<file path="src/rtl/frame_buf_ctrl_pkg.sv">
// Shared strobe levels, bank-state and FSM encodings for the ping-pong frame buffer controller.
package frame_buf_ctrl_pkg;

    localparam logic ASSERT   = 1'b0;
    localparam logic DEASSERT = 1'b1;

    typedef enum logic [1:0] {
        BANK_EMPTY   = 2'd0,
        BANK_FULL    = 2'd1,
        BANK_READING = 2'd2
    } bank_state_e;

    typedef enum logic {
        W_FILL  = 1'b0,
        W_STALL = 1'b1
    } wr_state_e;

    typedef enum logic {
        R_IDLE  = 1'b0,
        R_DRAIN = 1'b1
    } rd_state_e;

endpackage

</file>
<file path="src/rtl/frame_buf_ctrl_bank_tracker.sv">
// Holds the EMPTY/FULL/READING state of both banks and remembers which bank was filled last.
module bank_tracker
    import frame_buf_ctrl_pkg::*;
(
    input  logic        clk,
    input  logic        reset,
    input  logic        full_en,
    input  logic        full_bank,
    input  logic        take_en,
    input  logic        take_bank,
    input  logic        free_en,
    input  logic        free_bank,
    output bank_state_e state_0,
    output bank_state_e state_1,
    output logic        oldest_vld,
    output logic        oldest_bank
);

    bank_state_e st [2];
    logic        last_filled;

    // Writer only completes an EMPTY bank and the reader only takes/frees other banks,
    // so the three updates never target the same bank in one cycle.
    always_ff @(posedge clk or negedge reset) begin
        if (!reset) begin
            st[0]       <= BANK_EMPTY;
            st[1]       <= BANK_EMPTY;
            last_filled <= 1'b1;
        end else begin
            if (full_en) begin
                st[full_bank] <= BANK_FULL;
                last_filled   <= full_bank;
            end
            if (take_en) st[take_bank] <= BANK_READING;
            if (free_en) st[free_bank] <= BANK_EMPTY;
        end
    end

    always_comb begin
        oldest_vld = (st[0] == BANK_FULL) || (st[1] == BANK_FULL);
        if ((st[0] == BANK_FULL) && (st[1] == BANK_FULL)) oldest_bank = ~last_filled;
        else                                                oldest_bank = (st[1] == BANK_FULL);
    end

    assign state_0 = st[0];
    assign state_1 = st[1];

endmodule

</file>
<file path="src/rtl/frame_buf_ctrl.sv">
// Ping-pong frame buffer controller: fills one bank of an external data_mem while the other drains.
// wr_en_in/rd_en_in are active-low per-cycle requests; a write is taken only while wr_rdy is high
// (else dropped with wr_ovf), a read only when a frame is available (else refused with rd_unf).
module frame_buf_ctrl
    import frame_buf_ctrl_pkg::*;
#(
    parameter int DATA_WIDTH = 24,
    parameter int ADDR_WIDTH = 3
)
(
    input  logic                  clk,
    input  logic                  reset,
    input  logic                  wr_en_in,
    input  logic [DATA_WIDTH-1:0] data_in,
    input  logic                  rd_en_in,
    output logic                  mem_wr_en,
    output logic                  mem_rd_en,
    output logic [ADDR_WIDTH:0]   mem_wr_addr,
    output logic [ADDR_WIDTH:0]   mem_rd_addr,
    output logic [DATA_WIDTH-1:0] mem_wr_data,
    output logic                  wr_rdy,
    output logic                  rd_vld,
    output logic                  wr_frame_done,
    output logic                  rd_frame_done,
    output logic                  wr_ovf,
    output logic                  rd_unf,
    output wr_state_e             wr_state,
    output rd_state_e             rd_state
);

    localparam logic [ADDR_WIDTH-1:0] LAST_IDX = '1;
    localparam logic [ADDR_WIDTH-1:0] IDX_ONE  = 1;

    logic                  wb, rb;
    logic [ADDR_WIDTH-1:0] wr_idx, rd_idx;
    bank_state_e           state_0, state_1, other_wr_st, other_rd_st;
    logic                  oldest_vld, oldest_bank;
    logic                  wr_fire, wr_last, rd_fire, rd_last, rd_take_idle, take_en, take_bank;
    logic                  rd_last_q;

    always_comb begin
        wr_fire      = (wr_state == W_FILL) && (wr_en_in == ASSERT);
        wr_last      = wr_fire && (wr_idx == LAST_IDX);
        rd_fire      = (rd_state == R_DRAIN) && (rd_en_in == ASSERT);
        rd_last      = rd_fire && (rd_idx == LAST_IDX);
        other_wr_st  = wb ? state_0 : state_1;
        other_rd_st  = rb ? state_0 : state_1;
        rd_take_idle = (rd_state == R_IDLE) && (rd_en_in == ASSERT) && oldest_vld;
        take_en      = rd_take_idle || (rd_last && (other_rd_st == BANK_FULL));
        take_bank    = rd_take_idle ? oldest_bank : ~rb;
    end

    bank_tracker u_bank_tracker (
        .clk         (clk),
        .reset       (reset),
        .full_en     (wr_last),
        .full_bank   (wb),
        .take_en     (take_en),
        .take_bank   (take_bank),
        .free_en     (rd_last),
        .free_bank   (rb),
        .state_0     (state_0),
        .state_1     (state_1),
        .oldest_vld  (oldest_vld),
        .oldest_bank (oldest_bank)
    );

    always_ff @(posedge clk or negedge reset) begin
        if (!reset) begin
            wr_state      <= W_FILL;
            wb            <= 1'b0;
            wr_idx        <= '0;
            mem_wr_en     <= DEASSERT;
            mem_wr_addr   <= '0;
            mem_wr_data   <= '0;
            wr_frame_done <= 1'b0;
            wr_ovf        <= 1'b0;
        end else begin
            mem_wr_en     <= DEASSERT;
            wr_frame_done <= 1'b0;
            wr_ovf        <= 1'b0;
            case (wr_state)
                W_FILL: if (wr_fire) begin
                    mem_wr_en   <= ASSERT;
                    mem_wr_addr <= {wb, wr_idx};
                    mem_wr_data <= data_in;
                    wr_idx      <= wr_idx + IDX_ONE;
                    if (wr_last) begin
                        wr_frame_done <= 1'b1;
                        wb            <= ~wb;
                        // The other bank being released on this very edge counts as EMPTY.
                        if (!((other_wr_st == BANK_EMPTY) || (rd_last && (rb == ~wb))))
                            wr_state <= W_STALL;
                    end
                end
                W_STALL: begin
                    if (wr_en_in == ASSERT) wr_ovf <= 1'b1;
                    if (state_0 == BANK_EMPTY) begin
                        wr_state <= W_FILL;
                        wb       <= 1'b0;
                    end else if (state_1 == BANK_EMPTY) begin
                        wr_state <= W_FILL;
                        wb       <= 1'b1;
                    end
                end
                default: wr_state <= W_FILL;
            endcase
        end
    end

    assign wr_rdy = (wr_state == W_FILL);

    always_ff @(posedge clk or negedge reset) begin
        if (!reset) begin
            rd_state      <= R_IDLE;
            rb            <= 1'b0;
            rd_idx        <= '0;
            mem_rd_en     <= DEASSERT;
            mem_rd_addr   <= '0;
            rd_vld        <= 1'b0;
            rd_last_q     <= 1'b0;
            rd_frame_done <= 1'b0;
            rd_unf        <= 1'b0;
        end else begin
            mem_rd_en     <= DEASSERT;
            rd_unf        <= 1'b0;
            rd_vld        <= (mem_rd_en == ASSERT);
            rd_last_q     <= rd_last;
            rd_frame_done <= rd_last_q;
            case (rd_state)
                R_IDLE: if (rd_en_in == ASSERT) begin
                    // A request that finds a FULL bank claims it and issues its first pixel.
                    if (oldest_vld) begin
                        rd_state    <= R_DRAIN;
                        rb          <= oldest_bank;
                        mem_rd_en   <= ASSERT;
                        mem_rd_addr <= {oldest_bank, {ADDR_WIDTH{1'b0}}};
                        rd_idx      <= IDX_ONE;
                    end else begin
                        rd_unf <= 1'b1;
                    end
                end
                R_DRAIN: if (rd_fire) begin
                    mem_rd_en   <= ASSERT;
                    mem_rd_addr <= {rb, rd_idx};
                    rd_idx      <= rd_idx + IDX_ONE;
                    if (rd_last) begin
                        if (other_rd_st == BANK_FULL) rb       <= ~rb;
                        else                          rd_state <= R_IDLE;
                    end
                end
                default: rd_state <= R_IDLE;
            endcase
        end
    end

endmodule

</file>
<file path="config.mk">
export PLATFORM = sky130hd
export DESIGN_NAME = frame_buf_ctrl
export DESIGN_NICKNAME = d
export VERILOG_FILES = /design/src/rtl/frame_buf_ctrl_pkg.sv /design/src/rtl/frame_buf_ctrl_bank_tracker.sv /design/src/rtl/frame_buf_ctrl.sv
export SDC_FILE = /design/constraint.sdc
export NUM_CORES = 1
export LEC_CHECK = 0
export ABC_AREA = 1
export CORE_MARGIN = 1
export CORE_UTILIZATION = 23
export DETAILED_ROUTE_END_ITERATION = 8
export HOLD_SLACK_MARGIN = 0.1
export PLACE_DENSITY = 0.52
export SLEW_MARGIN = 40
export SYNTH_ARGS = -nofsm -noshare
export SYNTH_HDL_FRONTEND = slang
export SYNTH_SLANG_ARGS = --single-unit
</file>
<file path="constraint.sdc">
create_clock -name clk -period 1.17 [get_ports clk]
set_input_delay 0.1755 -clock clk [delete_from_list [all_inputs] [get_ports clk]]
set_output_delay 0.1755 -clock clk [all_outputs]
set_load 0.05 [all_outputs]
</file>
# Word level (Yosys, flattened, before mapping)
# Index checks and enable logic that the tools add are counted.
totals:
  register_bits: 55
  latch_bits: 0
  ram_bits: 0
  rom_bits: 0
  input_bits: 28
  output_inout_bits: 42
  elab_cells: 140
  memories: 0
classes:
  addsub: 2
  multipliers: 0
  div: 0
  magnitude_cmp: 6
  eq_ne: 14
  shifts: 0
  mux: 57
  bitwise_logic: 19
  reduce_logical: 22
op_table:
  columns: ["op", "n"]
  rows:
  - ["1-bit 2-to-1 mux", 33]
  - ["4-bit 2-to-1 mux", 6]
  - ["1-bit logical AND", 12]
  - ["2-bit 2-to-1 mux", 5]
  - ["2-bit by 1-bit != test with 1-bit output (second input constant)", 5]
  - ["1-bit case mux with 2 select lines", 5]
  - ["3-bit 2-to-1 mux", 3]
  - ["1-bit NOT", 8]
  - ["4-bit case mux with 2 select lines", 1]
  - ["3-bit by 1-bit adder with 3-bit output (second input constant)", 2]
  - ["2-bit demux with 1-bit select", 3]
  - ["2-bit by 1-bit == test with 1-bit output (second input constant)", 3]
  - ["3-bit == test (second input constant)", 2]
  - ["2-bit >= comparator (second input constant)", 3]
  - ["2-bit logical NOT", 3]
  - ["2-bit by 1-bit < comparator with 1-bit output (second input constant)", 3]
  - ["1-bit NOT with 2-bit output", 3]
  - ["3-bit case mux with 2 select lines", 1]
  - ["3-bit AND reduction", 2]
  - ["5-bit AND reduction", 1]
  - ["2-bit AND", 2]
  - ["4-bit AND", 1]
  - ["2-bit != test (second input constant)", 2]
  - ["2-bit NOT", 2]
  - ["other kinds (6)", 9]

# Depth between registers and ports, before layout
logic_depth:
  depth_word: 14
  mapped_depth: 9
  depth_no_buf: 9

# Hierarchy
# A second synthesis with hierarchy kept.
unflattened:
  cells_unflattened: 255
  hier_area_um2: 2255.9
modules_own_cells:
  columns: ["module", "instances", "cells_per_inst", "area_each_um2", "seq_area_each_um2"]
  rows:
  - ["frame_buf_ctrl", 1, 223, 2009.4, 1253.7]
  - ["bank_tracker", 1, 32, 246.5, 126.4]

# Worst setup path before layout
# Ideal clock, no wire load.
synth_path:
  path_type: "register -> register"
  startpoint: "register wr_state"
  endpoint: "register wb"
  setup_ns: 0.128
  arrival_ns: 1.567
  required_time_ns: 1.042
  setup_slack_ns: -0.525
  path_stages_with_launch: 6
  n_path_buf: 0
  period_less_slack_ns: 1.695
  cell_sequence: "dfrtp_1 > inv_1 > nor2_1 > o21ai_0 > o21ai_0 > o21ai_0"
synth_via:
  elab_chain_len: 5
  elab_cells_between_ends: 8
  cone_classes: "eq/ne (3); mux (1); bitwise (1); reduce/logical (3)"
synth_rtl:
  columns: ["item", "line", "text"]
  rows:
  - ["start, declared", "frame_buf_ctrl.sv:27", "output wr_state_e wr_state,"]
  - ["start signal, assigned", "frame_buf_ctrl.sv:70", "wr_state <= W_FILL;"]
  - ["start signal, assigned", "frame_buf_ctrl.sv:93", "wr_state <= W_STALL;"]
  - ["start signal, assigned", "frame_buf_ctrl.sv:99", "wr_state <= W_FILL;"]
  - ["1-bit NOT (no line) (*)", null, null]
  - ["via wr_rdy", "frame_buf_ctrl.sv:21", "output logic wr_rdy,"]
  - ["1-bit logical AND", "frame_buf_ctrl.sv:42", "wr_fire = (wr_state == W_FILL) && (wr_en_in == ASSERT);"]
  - ["1-bit logical AND", "frame_buf_ctrl.sv:43", "wr_last = wr_fire && (wr_idx == LAST_IDX);"]
  - ["2-bit by 1-bit != test with 1-bit output (no line)", null, null]
  - ["3-bit AND reduction (no line)", null, null]
  - ["end signal, assigned", "frame_buf_ctrl.sv:90", "wb <= ~wb;"]
  - ["end, declared", "frame_buf_ctrl.sv:34", "logic wb, rb;"]
# The timed path passes the listed nets; every way through them passes the cells marked *.
# A chain may end at the register's enable or synchronous reset.

# Worst setup path in the final report
layout_path:
  startpoint: "register rd_idx[1]"
  endpoint: "register u_bank_tracker.st (netlist bit u_bank_tracker.state_1[0])"
layout_via:
  elab_chain_len: 7
layout_rtl:
  columns: ["item", "line", "text"]
  rows:
  - ["start, declared", "frame_buf_ctrl.sv:35", "logic [ADDR_WIDTH-1:0] wr_idx, rd_idx;"]
  - ["start signal, assigned", "frame_buf_ctrl.sv:146", "rd_idx <= rd_idx + IDX_ONE;"]
  - ["3-bit == test (*)", "frame_buf_ctrl.sv:45", "rd_last = rd_fire && (rd_idx == LAST_IDX);"]
  - ["1-bit logical AND (*)", "frame_buf_ctrl.sv:45", null]
  - ["via rd_last", "frame_buf_ctrl.sv:38", "logic wr_fire, wr_last, rd_fire, rd_last, rd_take_idle, take_en, take_bank;"]
  - ["1-bit logical AND", "frame_buf_ctrl.sv:49", "take_en = rd_take_idle || (rd_last && (other_rd_st == BANK_FULL));"]
  - ["1-bit logical OR", "frame_buf_ctrl.sv:49", null]
  - ["4-bit 2-to-1 mux", "frame_buf_ctrl_bank_tracker.sv:34", "if (take_en) st[take_bank] <= BANK_READING;"]
  - ["4-bit AND (no line)", null, null]
  - ["4-bit 2-to-1 mux (*)", "frame_buf_ctrl_bank_tracker.sv:35", "if (free_en) st[free_bank] <= BANK_EMPTY;"]
  - ["end, declared", "frame_buf_ctrl_bank_tracker.sv:19", "bank_state_e st [2];"]
# Marks and branches as above.

==> qor.yml <==
run_status:
  status: "complete, but fails checks"
  failed_checks: "negative setup slack"
clock_tree:
  htreeDepth: 2
  path_clk_slew_ns: 0.10
  cts_inserted_buffers: 5
  clock_sinks: 55
  cts.path.max_buffers: 2
  clkLatencyLatePin_ns: 0.30
  root_buffer: "clkbuf_8"
  cts_tree: "done"
global_routing:
  first_global_vias: 1977
  grt_pass1_wl_um: 9487
  grt_util_all_layers_pct: 11.97
  antenna_found_initial: 0
  overflow: 0
  grt_max_degree: 22
routing:
  drc: 0
  wl_per_cell_um: 11.92
  dr_total_vias: 1972
  ant_nets: 0
  wirelength_um: 5890
  dr.pass1.iters: 4
  drtIter0Drc: 45
  vias_per_cell: 3.992
sta:
  relSlewSlack_pct: 72.10
  tightestPinTransition_ns: 0.4185
  hold_ws_ns: 0.3303
  hold_violations: 0
  rsz0062_at_grt: "yes"
  clock_skew_ns: 0.008897
  fin_crit_sh_pct: 110.9
  setup_viol: 45
  final_max_slew_viol_count: 0
  finalCriticalPeriod_ns: 1.298
  final.setup.tns_ns: -2.697
  timing.fmax_ghz: 0.7707
  layout_setup_ws_ns: -0.1276
pwr:
  irDropWorstVdd_mv: 0.7108
  leakage_uw: 0.002071
  p_per_area_nw_per_um2: 2167
floorplanning:
  io_pins: 70
  dieArea_um2: 10130
  fp.dieH_um: 100.6
  core_area_um2: 9328
  die_w_um: 100.6
  num_rows: 35
  start_util_pct: 23.98
run:
  cap_viol_max_count: 0
synthesis:
  yosys-top-cells-area: "dfrtp_1 58%, nand2_1 19%, dfstp_2 3.5%"
  yosys_warnings: 0
  syn_avg_cell_area_um2: 9.131
  yosysTopAreaCellShare_pct: 58.17
  synthCells: 245
  synth-seq-cells: 55
  seq_area_frac_synth_pct: 61.69
  ys_types: 23
  syn-cell-area_um2: 2237
  yosys.area.top_type: "dfrtp_1"
  synth_nets: 277
setup_path:
  end_kind: "register"
  crit_fanout: 5
  rr_startpoint: "rd_idx[1]$_DFFE_PN0P_"
  worstPathRequired_ns: 1.40
  rrSetupSlack_ns: -0.13
  cp.arrival_ns: 1.53
  setup.worst_path.class: "reg2reg"
  cp-start-kind: "register"
  critPathLaunch: "rd_idx[1]$_DFFE_PN0P_"
  r2r_end: "u_bank_tracker.state_1[0]$_DFF_PN0_"
  crit_path_end: "u_bank_tracker.state_1[0]$_DFF_PN0_"
  rr_worst_depth: 8
final_layout:
  stdcell_area_um2: 4240
  fin_nets: 396
  layout-drive-gt1-share_pct: 42.47
  area_growth_pct: 89.54
  num_antenna_cells: 0
placed_design:
  port_buffers: 69
  placed_area_um2: 3744
  dpl.hpwl_um: 4188
  place.gp.congestion: 0.7834
hold_path:
  hp-class: "in2async"
[cell usage in the layout (no fill, tap or decap), types with 3 or more instances in the layout]
cell and n:
buf_4 31, buf_12 46, inv_1 10, clkbuf_8 5, inv_4 4, dfrtp_1 49, nor2_1 3, nand2_2 20
buf_6 10, o21ai_0 3, dfstp_2 3, o21ai_1 6, inv_2 3, nand2_4 6, clkdlybuf4s50_1 26, nand3_1 8
nand2_1 95, o21ai_2 3, a21oi_2 3
[final cells by class]
type	instances	area, µm²
fill	884	5087
timing repair buffer	119	1622
sequential	55	1386
multi-input combinational	165	908.4
tap	129	161.4
inverter	18	81.33
clock buffer	7	76.32
clock inverter	1	5.005
[per-stage QoR]
stage | utilization (%) | instances | power [µW] | setup WS, ns
floorplan | - | 245 | 5116 | -0.3109
global placement | 40.13 | 462 | 7444 | -0.2232
detailed placement | 40.13 | 462 | 7493 | -0.2570
CTS | 42.80 | 484 | 8822 | -0.1021
global route | 45.46 | 494 | 9739 | -0.2211
finish | 45.46 | 494 | 9190 | -0.1276
[critical path, stage by stage (launching register included)]
cell,delay [ns]
dfrtp_1,0.40
ha_2,0.20
ha_4,0.16
inv_4,0.06
nor2_8,0.04
nand2_4,0.06
nand2_4,0.06
buf_4,0.14
a21oi_2,0.11
[layer usage]
metal  vias up  track usage (%)  share of wire [%]
met5         -                0                  0
met4         0            3.902                1.4
met3         6            2.219                3.9
met2        49            20.50                 49
met1       920            15.24                 45
li1        997                -                  -
[kinds of logic after synthesis]
kind of cell             share of synthesized area (%)
AND/OR/NAND/NOR                                  25.78
buffers and inverters                            4.362
adder cells (fa/ha/maj)                          2.237
XOR/XNOR                                        0.3916
flip-flops                                       61.69
AO/OA/AOI/OAI                                    5.537
[registers in the layout, indices dropped and copies added, names as in the netlist]
name                        count
mem_wr_data                    24
rd_unf                          1
rd_idx                          3
mem_wr_addr                     4
rb                              1
mem_rd_addr                     4
u_bank_tracker.state_0          2
rd_frame_done                   1
u_bank_tracker.state_1          2
rd_last_q                       1
mem_rd_en                       1
wr_state                        1
rd_vld                          1
wr_frame_done                   1
rd_state                        1
wr_ovf                          1
mem_wr_en                       1
u_bank_tracker.last_filled      1
wb                              1
wr_idx                          3
[power by group]
group          switching, µW  internal, µW
registers                579          2480
logic                   2570          2540
clock network            602           423
[Yosys cell counts]
cell and count:
nor3_1 1, o2111ai_1 1, nand2_2 4, nand2_4 1
nor2_4 1, inv_1 18, a21oi_2 1, a21boi_1 1
buf_2 3, clkbuf_1 3, dfrtp_1 52, xor2_1 1
nor2_8 1, nor2_1 5, a21oi_1 3, nand3_1 10
ha_1 4, o21ai_0 12, dfstp_2 3, buf_1 1
a32oi_1 1, o21a_1 2, nand2_1 116
[worst min path at each step]
stage	endpoint	cells after the start	slack, ns
3_5_place_dp	mem_wr_data[0]$_DFFE_PN0P_	1	0.13
5_1_grt	mem_wr_data[17]$_DFFE_PN0P_	2	0.36
3_3_place_gp	mem_wr_data[20]$_DFFE_PN0P_	1	0.13
4_1_cts	mem_wr_data[17]$_DFFE_PN0P_	2	0.34
2_1_floorplan	mem_rd_addr[0]$_DFFE_PN0P_	0	-0.12
6_report	mem_wr_data[17]$_DFFE_PN0P_	2	0.33
[repair_timing]
action                     CTS  global route
cloned                       0             2
buffers inserted            13             8
setup endpoints to repair   21            53
pin swaps                    3            16
gates resized for setup     16            51
hold endpoints to repair    12             0
hold buffers                 1             0
(Power assumes the default switching activity.)
